### config.mk
export PLATFORM = sky130hd
export DESIGN_NAME = prince_round_ctrl
export DESIGN_NICKNAME = d
export VERILOG_FILES = /design/src/rtl/prince_round_ctrl.sv
export SDC_FILE = /design/constraint.sdc
export NUM_CORES = 1
export LEC_CHECK = 0
export CAP_MARGIN = 5
export CORE_UTILIZATION = 30
export CTS_BUF_LIST = sky130_fd_sc_hd__clkbuf_16
export CTS_CLUSTER_SIZE = 25
export DETAILED_ROUTE_END_ITERATION = 10
export SYNTH_ARGS = -nofsm -noshare
export SYNTH_HDL_FRONTEND = slang
export SYNTH_SLANG_ARGS = --single-unit
### constraint.sdc
create_clock -name clk -period 3.7 [get_ports clk]
set_input_delay 0.37 -clock clk [delete_from_list [all_inputs] [get_ports clk]]
set_output_delay 0.37 -clock clk [all_outputs]
set_load 0.02 [all_outputs]
### src/rtl/prince_round_ctrl.sv
// Round sequencer for the two-share masked PRINCE core.
// Walks whitening, forward/middle/backward rounds and meters mask words.
module prince_round_ctrl #(
    parameter int SBOX_STAGES = 2,
    parameter int NR_HALF     = 5
) (
    input  logic       clk,
    input  logic       rst,
    input  logic       start,
    input  logic       dec,
    input  logic       rnd_valid,
    output logic       rnd_ack,
    output logic       load_en,
    output logic       sbox_en,
    output logic [1:0] sbox_stage,
    output logic       sbox_inv,
    output logic       lin_en,
    output logic [1:0] lin_mode,
    output logic [3:0] rc_idx,
    output logic       dec_q,
    output logic       busy,
    output logic       done
);

    localparam int RW = $clog2(NR_HALF + 1);
    localparam logic [1:0]    LAST_STAGE = 2'(SBOX_STAGES - 1);
    localparam logic [RW-1:0] LAST_ROUND = RW'(NR_HALF);
    localparam logic [3:0]    RC_HALF    = 4'(NR_HALF);
    localparam logic [3:0]    RC_FINAL   = 4'(2 * NR_HALF + 1);

    typedef enum logic [3:0] {
        IDLE, LOAD, F_SBOX, F_LIN, M_SBOX, M_LIN,
        M_ISBOX, B_LIN, B_ISBOX, FINAL, DONE
    } state_t;

    state_t        state, state_n;
    logic [RW-1:0] round_cnt, round_n;
    logic [1:0]    stage_cnt, stage_n;
    logic          dec_n;
    logic          in_sbox, sbox_last;

    always_ff @(posedge clk) begin
        if (rst) begin
            state     <= IDLE;
            round_cnt <= '0;
            stage_cnt <= '0;
            dec_q     <= 1'b0;
        end else begin
            state     <= state_n;
            round_cnt <= round_n;
            stage_cnt <= stage_n;
            dec_q     <= dec_n;
        end
    end

    assign in_sbox = (state == F_SBOX) || (state == M_SBOX) ||
                     (state == M_ISBOX) || (state == B_ISBOX);
    // The layer finishes on the cycle its last stage actually gets a mask word.
    assign sbox_last = in_sbox && rnd_valid && (stage_cnt == LAST_STAGE);

    always_comb begin
        state_n    = state;
        round_n    = round_cnt;
        stage_n    = stage_cnt;
        dec_n      = dec_q;
        rnd_ack    = 1'b0;
        load_en    = 1'b0;
        sbox_en    = 1'b0;
        sbox_stage = 2'd0;
        sbox_inv   = 1'b0;
        lin_en     = 1'b0;
        lin_mode   = 2'd0;
        rc_idx     = 4'd0;
        busy       = (state != IDLE);
        done       = 1'b0;

        if (in_sbox) begin
            sbox_stage = stage_cnt;
            sbox_inv   = (state == M_ISBOX) || (state == B_ISBOX);
            if (rnd_valid) begin
                sbox_en = 1'b1;
                rnd_ack = 1'b1;
                stage_n = sbox_last ? 2'd0 : stage_cnt + 2'd1;
            end
        end

        unique case (state)
            IDLE: begin
                if (start) begin
                    state_n = LOAD;
                    dec_n   = dec;
                end
            end
            LOAD: begin
                load_en = 1'b1;
                round_n = RW'(1);
                stage_n = 2'd0;
                state_n = F_SBOX;
            end
            F_SBOX: begin
                if (sbox_last) state_n = F_LIN;
            end
            F_LIN: begin
                lin_en   = 1'b1;
                lin_mode = 2'd0;
                rc_idx   = 4'(round_cnt);
                if (round_cnt < LAST_ROUND) begin
                    round_n = round_cnt + RW'(1);
                    state_n = F_SBOX;
                end else begin
                    state_n = M_SBOX;
                end
            end
            M_SBOX: begin
                if (sbox_last) state_n = M_LIN;
            end
            M_LIN: begin
                lin_en   = 1'b1;
                lin_mode = 2'd1;
                state_n  = M_ISBOX;
            end
            M_ISBOX: begin
                if (sbox_last) begin
                    round_n = RW'(1);
                    state_n = B_LIN;
                end
            end
            B_LIN: begin
                lin_en   = 1'b1;
                lin_mode = 2'd2;
                rc_idx   = RC_HALF + 4'(round_cnt);
                state_n  = B_ISBOX;
            end
            B_ISBOX: begin
                if (sbox_last) begin
                    if (round_cnt < LAST_ROUND) begin
                        round_n = round_cnt + RW'(1);
                        state_n = B_LIN;
                    end else begin
                        state_n = FINAL;
                    end
                end
            end
            FINAL: begin
                lin_en   = 1'b1;
                lin_mode = 2'd3;
                rc_idx   = RC_FINAL;
                state_n  = DONE;
            end
            DONE: begin
                done    = 1'b1;
                state_n = IDLE;
            end
            default: state_n = IDLE;
        endcase
    end

endmodule

==> flow_summary.json, run 1 <==
{
  "numCtsBuffers": 3,
  "final_cell_mix": "20 x clkdlybuf4s50_1, 16 x nor2_1, 10 x dfxtp_1, 8 x nor3_1, 8 x a21oi_1",
  "fin_skew_ps": 2.84,
  "syn2layout_area_growth_pct": 27.0,
  "final_nets": 144,
  "gp_congestion": 0.798,
  "rows": 19,
  "grt_usage_pct": 15.1,
  "routedWlPerCell_um": 14.5,
  "antenna_found_initial": 0,
  "postCtsSetupBuffers": 0,
  "n_antenna_cell": 0,
  "power_leakage_nw": 0.428,
  "crit_family": "flip-flops",
  "yosysWarnings": 0,
  "cts.sinks": 10,
  "grt_pass1_vias": 847,
  "cts_buffer_depth": 2,
  "tightest_slew_ps": 800,
  "dr.pass1.iters": 7,
  "cp_num_buf_inv": 1,
  "setup_viol": 0,
  "final_common_cell": "clkdlybuf4s50_1",
  "synth_edf_count": 0,
  "drt_wl_total_mm": 2.41,
  "cts_tree": "yes",
  "violations": "design-rule violations",
  "clock_latency_ps": 240,
  "hold_violations": 0,
  "critPathSlowestCell": "dfxtp_1",
  "syn-num-nets": 128,
  "setup_ws_ps": 860,
  "hold_buffers": 0,
  "powerDensity_mw_per_mm2": 549,
  "synthFlopType": "dfxtp_1",
  "arrival_ps": 2470,
  "grt_max_degree": 25,
  "die_height_um": 57.7,
  "slew_viol_final": 0,
  "crit_fanout": 23,
  "critPathMaxStageDelay_ps": 760,
  "cts-resized-gates": 0,
  "clk_pin_slew_ps": 40,
  "start_util_pct": 32.7,
  "run_status": "finished, violations left",
  "crit_path_end_kind": "output port",
  "synthArstFlopShare_pct": 0,
  "slew_headroom_pct": 46.6,
  "numPortBuffers": 20,
  "gr-total-overflow": 0,
  "hp-class": "register to register",
  "post-route-util_pct": 41.5,
  "die_area_mm2": 0.00333,
  "syn_area_um2": 932,
  "avgSynthCellArea_um2": 7.70,
  "vias_per_cell": 5.60,
  "io-pin-count": 21,
  "h-tree-depth": 1,
  "drive_above_1_share_pct": 8.15,
  "setup_tns_ps": 0,
  "postRouteAntennaNets": 0,
  "drcViolationCount": 1,
  "final_area_mm2": 0.00118,
  "required_ps": 3330,
  "synth_cells": 121,
  "ir_worst_vdd_v": 0.000208,
  "crit_chain": "nor3b_1, a21oi_1, nor2_1, clkdlybuf4s50_1",
  "synth_cell_types": 48,
  "drt_iter0_markers": 40,
  "grt_pass1_wl_mm": 3.91,
  "fmax_mhz": 352,
  "worst-r2r-setup-slack_ps": 1730,
  "hpwl_mm": 1.72,
  "cts-root-buf": "clkbuf_16",
  "yosysSeqAreaShare_pct": 21.5,
  "vias": 929,
  "rsz0062_at_grt": "no",
  "place_area_mm2": 0.00111,
  "place_ws_ps": 1130,
  "coreArea_mm2": 0.00285,
  "critical_path_class": "register to output port",
  "startpoint_type": "register",
  "period_needed_ps": 2840,
  "die_w_um": 57.7,
  "ys_seq_elements": 10,
  "post-route-period-util_pct": 76.8,
  "drv_cap": 0
}
[final timing paths]
kind                                       startpoint                        end  cells past startpoint
worst max-delay path            state[3]$_SDFFE_PP0P_                lin_mode[1]                      4
worst min-delay path               dec_q$_SDFFE_PP0P_         dec_q$_SDFFE_PP0P_                      2
worst max register to register  state[1]$_SDFFE_PP0P_  round_cnt[1]$_SDFFE_PP0P_                      4
worst min register to register     dec_q$_SDFFE_PP0P_         dec_q$_SDFFE_PP0P_                      2
[worst reg2reg max path, stage by stage (launching register included)]
cell and delay, ps:
dfxtp_1 630, nor2b_1 580, a32oi_1 170, nor4_1 340
a22o_1 200
[state kept, by name, summed over array words and instances (netlist names)]
name / flops
round_cnt: 3
state: 4
dec_q: 1
stage_cnt: 2
[synthesized netlist by cell type, drive strengths merged, types with 2 or more instances]
cell    count  area, um2
and2        2       12.5
a21oi       8       40.0
dfxtp      10        200
clkbuf      2       7.51
ha          2       25.0
nor3b       4       30.0
nor3        9       50.1
o21bai      2       15.0
xnor2       2       17.5
o21ai       5       28.8
buf         7       55.1
nor2       17       66.3
nand3       2       10.0
nand2b      2       12.5
nand2       6       22.5
inv         3       11.3
or2b        3       22.5
mux2i       3       30.0
nor2b       6       37.5
a221oi      3       32.5
o21a        2       15.0
[kinds of logic after synthesis]
group / Yosys count / share of synthesized area [%]
compound gates: 32 / 25.2
xor+xnor: 3 / 2.82
fa+ha+maj: 2 / 2.68
buf+inv: 12 / 7.92
flops: 10 / 21.5
mux: 4 / 4.43
simple gates: 58 / 35.4
[routing by layer]
layer	share of wire (%)	vias to the layer above	track usage (%)
met3	5.5	4	2.68
met4	1.4	0	5.44
li1	-	464	-
met1	45	429	19.5
met5	0	-	0
met2	48	32	25.1
[report_power, final]
part           total (mW)  switching (mW)  internal, mW
Sequential          0.182          0.0565         0.125
Clock               0.191          0.0504         0.140
Combinational       0.277           0.147         0.130
Total               0.649           0.254         0.395
[through the flow]
stage	total power [mW]	hold slack, ps	std cells
after floorplan	0.383	498	121
after global routing	0.690	547	166
after detailed placement	0.458	512	163
after CTS	0.653	521	166
final	0.649	508	166
after global placement	0.450	481	163
[cell type report]
cell class | instances | area (um2)
clock buffers | 3 | 75.1
repair buffers | 20 | 200
multi-input cells | 99 | 658
inverters | 3 | 11.3
flip-flops and latches | 10 | 200
well taps | 31 | 38.8
fillers | 302 | 1670
Note: power is estimated with default switching activity, not from simulation.
==> inputs of run 2 (changes only) <==
==> constraint.sdc (replaced) <==
create_clock -name clk -period 2.3 [get_ports clk]
set_input_delay 0.23 -clock clk [delete_from_list [all_inputs] [get_ports clk]]
set_output_delay 0.23 -clock clk [all_outputs]
set_load 0.02 [all_outputs]
==> run 2 against run 1 <==
Compared with the run above: the flow still finishes with violations (design-rule violations); sequential share of layout area fell by 0.53 points; clock power rose by 63%; sequential power rose by 41%; critical path depth did not move; via count rose by 6.0%; sequential cell count did not move; largest power group unchanged; highest routed layer unchanged.
==> flow_summary.json, run 2 (synthesis gave the netlist of run 1 again) <==
{
  "run_status": "finished, violations left",
  "violations": "design-rule violations",
  "worstRegToRegCells": 5,
  "grt_pass1_wl_mm": 4.22,
  "io-pin-count": 21,
  "routedWlPerCell_um": 14.7,
  "min_path_cells": 2,
  "hold_buffers": 0,
  "setup_tns_ps": 0,
  "power_leakage_nw": 0.485,
  "worst-r2r-setup-slack_ps": 530,
  "vias": 985,
  "hpwl_mm": 1.90,
  "antenna_found_initial": 0,
  "final_common_cell": "clkdlybuf4s50_1",
  "ir_worst_vdd_v": 0.000325,
  "final_cell_mix": "19 x clkdlybuf4s50_1, 16 x nor2_1, 8 x nor3_1, 8 x a21oi_1",
  "vias_per_cell": 5.69,
  "hp-class": "register to register",
  "n_antenna_cell": 0,
  "h-tree-depth": 1,
  "die_area_mm2": 0.00333,
  "slew_headroom_pct": 71.8,
  "largest_reg_flops": 4,
  "critical_path_class": "register to output port",
  "syn2layout_area_growth_pct": 33.6,
  "place_area_mm2": 0.00116,
  "crit_path_end_kind": "output port",
  "top_register": "state",
  "grt_usage_pct": 16.1,
  "crit_fanout": 9,
  "drv_cap": 0,
  "fmax_mhz": 452,
  "fin_skew_ps": 2.60,
  "drive_above_1_share_pct": 15.5,
  "grt_max_degree": 13,
  "final_nets": 151,
  "required_ps": 2070,
  "tightest_slew_ps": 421,
  "grt_pass1_vias": 924,
  "r2r-start": "state[1]$_SDFFE_PP0P_",
  "drcViolationCount": 1,
  "powerDensity_mw_per_mm2": 876,
  "drt_wl_total_mm": 2.55,
  "numPortBuffers": 20,
  "post-route-period-util_pct": 96.2,
  "die_w_um": 57.7,
  "period_needed_ps": 2210,
  "start_util_pct": 32.7,
  "gr-total-overflow": 0,
  "cts-root-buf": "clkbuf_16",
  "startpoint_type": "register",
  "final_area_mm2": 0.00124,
  "coreArea_mm2": 0.00285,
  "drt_iter0_markers": 29,
  "finalPower_mw": 1.09,
  "cts_buffer_depth": 2,
  "clk_pin_slew_ps": 40,
  "postRouteAntennaNets": 0,
  "slew_viol_final": 0,
  "min_from": "dec_q$_SDFFE_PP0P_",
  "rows": 19,
  "numCtsBuffers": 3,
  "setup_viol": 0,
  "arrival_ps": 1980,
  "holdPathEnd": "dec_q$_SDFFE_PP0P_",
  "clock_latency_ps": 240,
  "hold_violations": 0,
  "cts.sinks": 10,
  "r2r-end": "round_cnt[2]$_SDFFE_PP0P_",
  "die_height_um": 57.7,
  "reg_top3": "state (4), round_cnt (3), stage_cnt (2)",
  "rsz0062_at_grt": "no",
  "cts_tree": "yes",
  "gp_congestion": 0.822,
  "dr.pass1.iters": 7
}
## run 2: changes by cell type in the layout (fill, tap and decap cells not counted), sizes merged
cell           previous run  this run
buf                       0         7
clkdlybuf4s50            20        19
dlymetal6s2s              0         1
## run 2: through the flow
step	hold slack, ps	worst slack [ps]	instances	utilization, %
final	499	87.3	173	43.6
after global routing	534	3.19	173	43.6
after CTS	507	57.8	173	43.3
after detailed placement	493	316	170	40.7
after global placement	480	331	170	40.7
after floorplan	374	637	121	-
## run 2: area by class of cell
class                   instances  area (um2)
clock buffers                   3        75.1
repair buffers                 27         255
fillers                       290        1610
flip-flops and latches         10         204
well taps                      31        38.8
inverters                       3        11.3
multi-input cells              99         661
## run 2: layer usage
layer	share of wire, %	track usage (%)
met2	49	26.2
met1	45	21.3
met3	4.6	2.23
met4	1.5	7.14
met5	0	0
## run 2: worst max-delay path by stage
| stage | from | end | slack, ps |
|---|---|---|---|
| floorplan | state[1]$_SDFFE_PP0P_ | sbox_stage[0] | 640 |
| global placement | state[1]$_SDFFE_PP0P_ | lin_mode[1] | 330 |
| detailed placement | round_cnt[0]$_SDFFE_PP0P_ | rc_idx[1] | 320 |
| CTS | round_cnt[0]$_SDFFE_PP0P_ | rc_idx[1] | 60 |
| global route | state[1]$_SDFFE_PP0P_ | sbox_inv | 3 |
| finish | state[1]$_SDFFE_PP0P_ | load_en | 90 |
## run 2: timing repair
| action | CTS | global route |
|---|---|---|
| setup buffers | 0 | 0 |
| gates resized for setup | 0 | 5 |
| endpoints found under the setup margin | 0 | 6 |
## run 2: report_power, final
group          total (mW)  leakage [nW]  internal, mW  switching [mW]
Sequential          0.256        0.0827         0.204          0.0521
Combinational       0.523         0.366         0.239           0.284
Clock               0.312        0.0370         0.226          0.0856
Total                1.09         0.485         0.669           0.422
## run 2: worst max-delay path, cell delays in order, from the launching register on
cell             delay [ps]
dfxtp_1                 380
buf_4                   200
nand2b_1                160
nor3_1                  320
clkdlybuf4s50_1         680
==> inputs of run 3 (changes only) <==
--- a/config.mk
+++ b/config.mk
@@ -6,10 +6,12 @@
 export NUM_CORES = 1
 export LEC_CHECK = 0
 export CAP_MARGIN = 5
+export CORE_MARGIN = 2
 export CORE_UTILIZATION = 30
 export CTS_BUF_LIST = sky130_fd_sc_hd__clkbuf_16
 export CTS_CLUSTER_SIZE = 25
 export DETAILED_ROUTE_END_ITERATION = 10
+export SETUP_SLACK_MARGIN = 0.5
 export SYNTH_ARGS = -nofsm -noshare
 export SYNTH_HDL_FRONTEND = slang
 export SYNTH_SLANG_ARGS = --single-unit
==> run 3 against run 2 <==
Compared with the run above: the flow now finishes without violations; sequential cell count unchanged; combinational power is 6.3% higher; total power is 3.5% higher; register-to-register slack better by 90 ps; highest routed layer unchanged; non-clock buffer count rose by 3.
==> flow_summary.json, run 3 (synthesis gave the netlist of run 1 again) <==
{
  "run_status": "finished, final reports clean",
  "final_cells": 178,
  "arrival_ps": 1520,
  "die_height_um": 59.7,
  "hold_violations": 0,
  "power_leakage_nw": 0.514,
  "rsz0062_at_grt": "yes",
  "fin_skew_ps": 2.24,
  "drive_above_1_share_pct": 30.3,
  "n_antenna_cell": 0,
  "syn2layout_area_growth_pct": 39.9,
  "dr.pass1.iters": 4,
  "crit_fanout": 6,
  "die_area_mm2": 0.00357,
  "setup_tns_ps": 0,
  "grt_pass1_vias": 859,
  "gr-total-overflow": 0,
  "vias": 980,
  "numCtsBuffers": 3,
  "cts.sinks": 10,
  "final_cell_mix": "15 x nor2_1, 9 x buf_4, 8 x a21oi_1, 7 x nor3_1",
  "drv_cap": 0,
  "fmax_mhz": 570,
  "critPathSlowestCell": "dfxtp_4",
  "hp-class": "register to register",
  "final_common_cell": "nor2_1",
  "io-pin-count": 21,
  "clock_latency_ps": 240,
  "grt_usage_pct": 15.2,
  "cts_tree": "yes",
  "gp_congestion": 0.879,
  "post-route-period-util_pct": 76.3,
  "slew_viol_final": 0,
  "crit_path_end_kind": "output port",
  "critPathMaxStageDelay_ps": 370,
  "required_ps": 2070,
  "postRouteAntennaNets": 0,
  "reg_top3": "state (4), round_cnt (3), stage_cnt (2)",
  "coreArea_mm2": 0.00300,
  "fill_cells": 294,
  "startpoint_type": "register",
  "routedWlPerCell_um": 13.8,
  "drt_wl_total_mm": 2.45,
  "h-tree-depth": 1,
  "start_util_pct": 31.0,
  "critical_path_class": "register to output port",
  "place_ws_ps": 236,
  "ir_worst_vdd_v": 0.000335,
  "hpwl_mm": 1.80,
  "antenna_found_initial": 0,
  "final_nets": 154,
  "rows": 20,
  "period_needed_ps": 1750,
  "tightest_slew_ps": 443,
  "cts-root-buf": "clkbuf_16",
  "setup_viol": 0,
  "drt_iter0_markers": 7,
  "drcViolationCount": 0,
  "crit_chain": "ha_2, mux2_2, a21oi_1, nor2_1, buf_2",
  "setup_ws_ps": 546,
  "die_w_um": 59.7,
  "largest_reg_flops": 4,
  "slew_headroom_pct": 70.4,
  "top_register": "state",
  "grt_pass1_wl_mm": 4.00,
  "powerDensity_mw_per_mm2": 866,
  "cts_buffer_depth": 2,
  "vias_per_cell": 5.51,
  "grt_max_degree": 17,
  "clk_pin_slew_ps": 40,
  "hold_buffers": 0,
  "dp.cells": 174,
  "numPortBuffers": 20
}
==> run 3: cell count changes in the layout (fill, tap and decap cells not counted), moves of 2 or more <==
cell	previous run	this run
clkdlybuf4s50_1	19	5
clkbuf_2	0	5
clkdlybuf4s15_1	0	4
clkdlybuf4s15_2	0	3
buf_4	7	9
dfxtp_1	7	5
dfxtp_4	0	2
dlygate4sd2_1	0	2
ha_1	2	0
ha_2	0	2
==> run 3: power by group <==
part / switching, mW / internal (mW) / total, mW
clock: 0.0860 / 0.226 / 0.312
combinational: 0.296 / 0.260 / 0.556
sequential: 0.0549 / 0.206 / 0.261
total: 0.437 / 0.692 / 1.13
==> run 3: worst max-delay path, delay by kind of cell (launching register included) <==
kind | cells | cell delay (ps)
multiplexers | 1 | 260
AND/OR/NAND/NOR | 1 | 50
buffers and inverters | 1 | 160
flip-flops | 1 | 370
adder cells (fa/ha/maj) | 1 | 280
AO/OA/AOI/OAI | 1 | 150
==> run 3: final cells by class <==
class / instances / area (um2) / area share [%]
clock buffer: 3 / 75.1 / 5.76
inverter: 3 / 11.3 / 0.864
multi-input combinational: 99 / 711 / 54.5
sequential: 10 / 211 / 16.2
tap: 33 / 41.3 / 3.17
timing repair buffer: 30 / 254 / 19.5
==> run 3: path summary, 6_finish.rpt <==
kind | start | to | slack, ps | depth (start not counted)
setup / recovery | round_cnt[1]$_SDFFE_PP0P_ | rc_idx[1] | 550 | 5
hold / removal | dec_q$_SDFFE_PP0P_ | dec_q$_SDFFE_PP0P_ | 500 | 2
setup reg to reg | stage_cnt[0]$_SDFFE_PP0P_ | round_cnt[2]$_SDFFE_PP0P_ | 620 | 5
hold reg to reg | dec_q$_SDFFE_PP0P_ | dec_q$_SDFFE_PP0P_ | 500 | 2
==> run 3: metal layers <==
layer	routed length (um)	track usage [%]	vias to the layer above
li1	-	-	490
met1	1060	18.6	446
met2	1130	23.9	39
met3	178	2.81	5
met4	74	10.5	0
met5	0	0	-
==> run 3: metrics by stage <==
step	utilization [%]	hold slack (ps)	power (mW)	cell area (um2)
after global placement	39.3	480	0.788	1180
after detailed placement	39.3	491	0.793	1180
after global routing	43.4	586	1.20	1300
after CTS	42.5	501	1.10	1280
after floorplan	-	374	0.616	932
final	43.4	499	1.13	1300
==> run 3: repair_timing <==
action / in CTS / in global routing
setup endpoints to repair: 15 / 16
setup buffers: 1 / 0
pin swaps: 0 / 1
gates resized for setup: 36 / 24
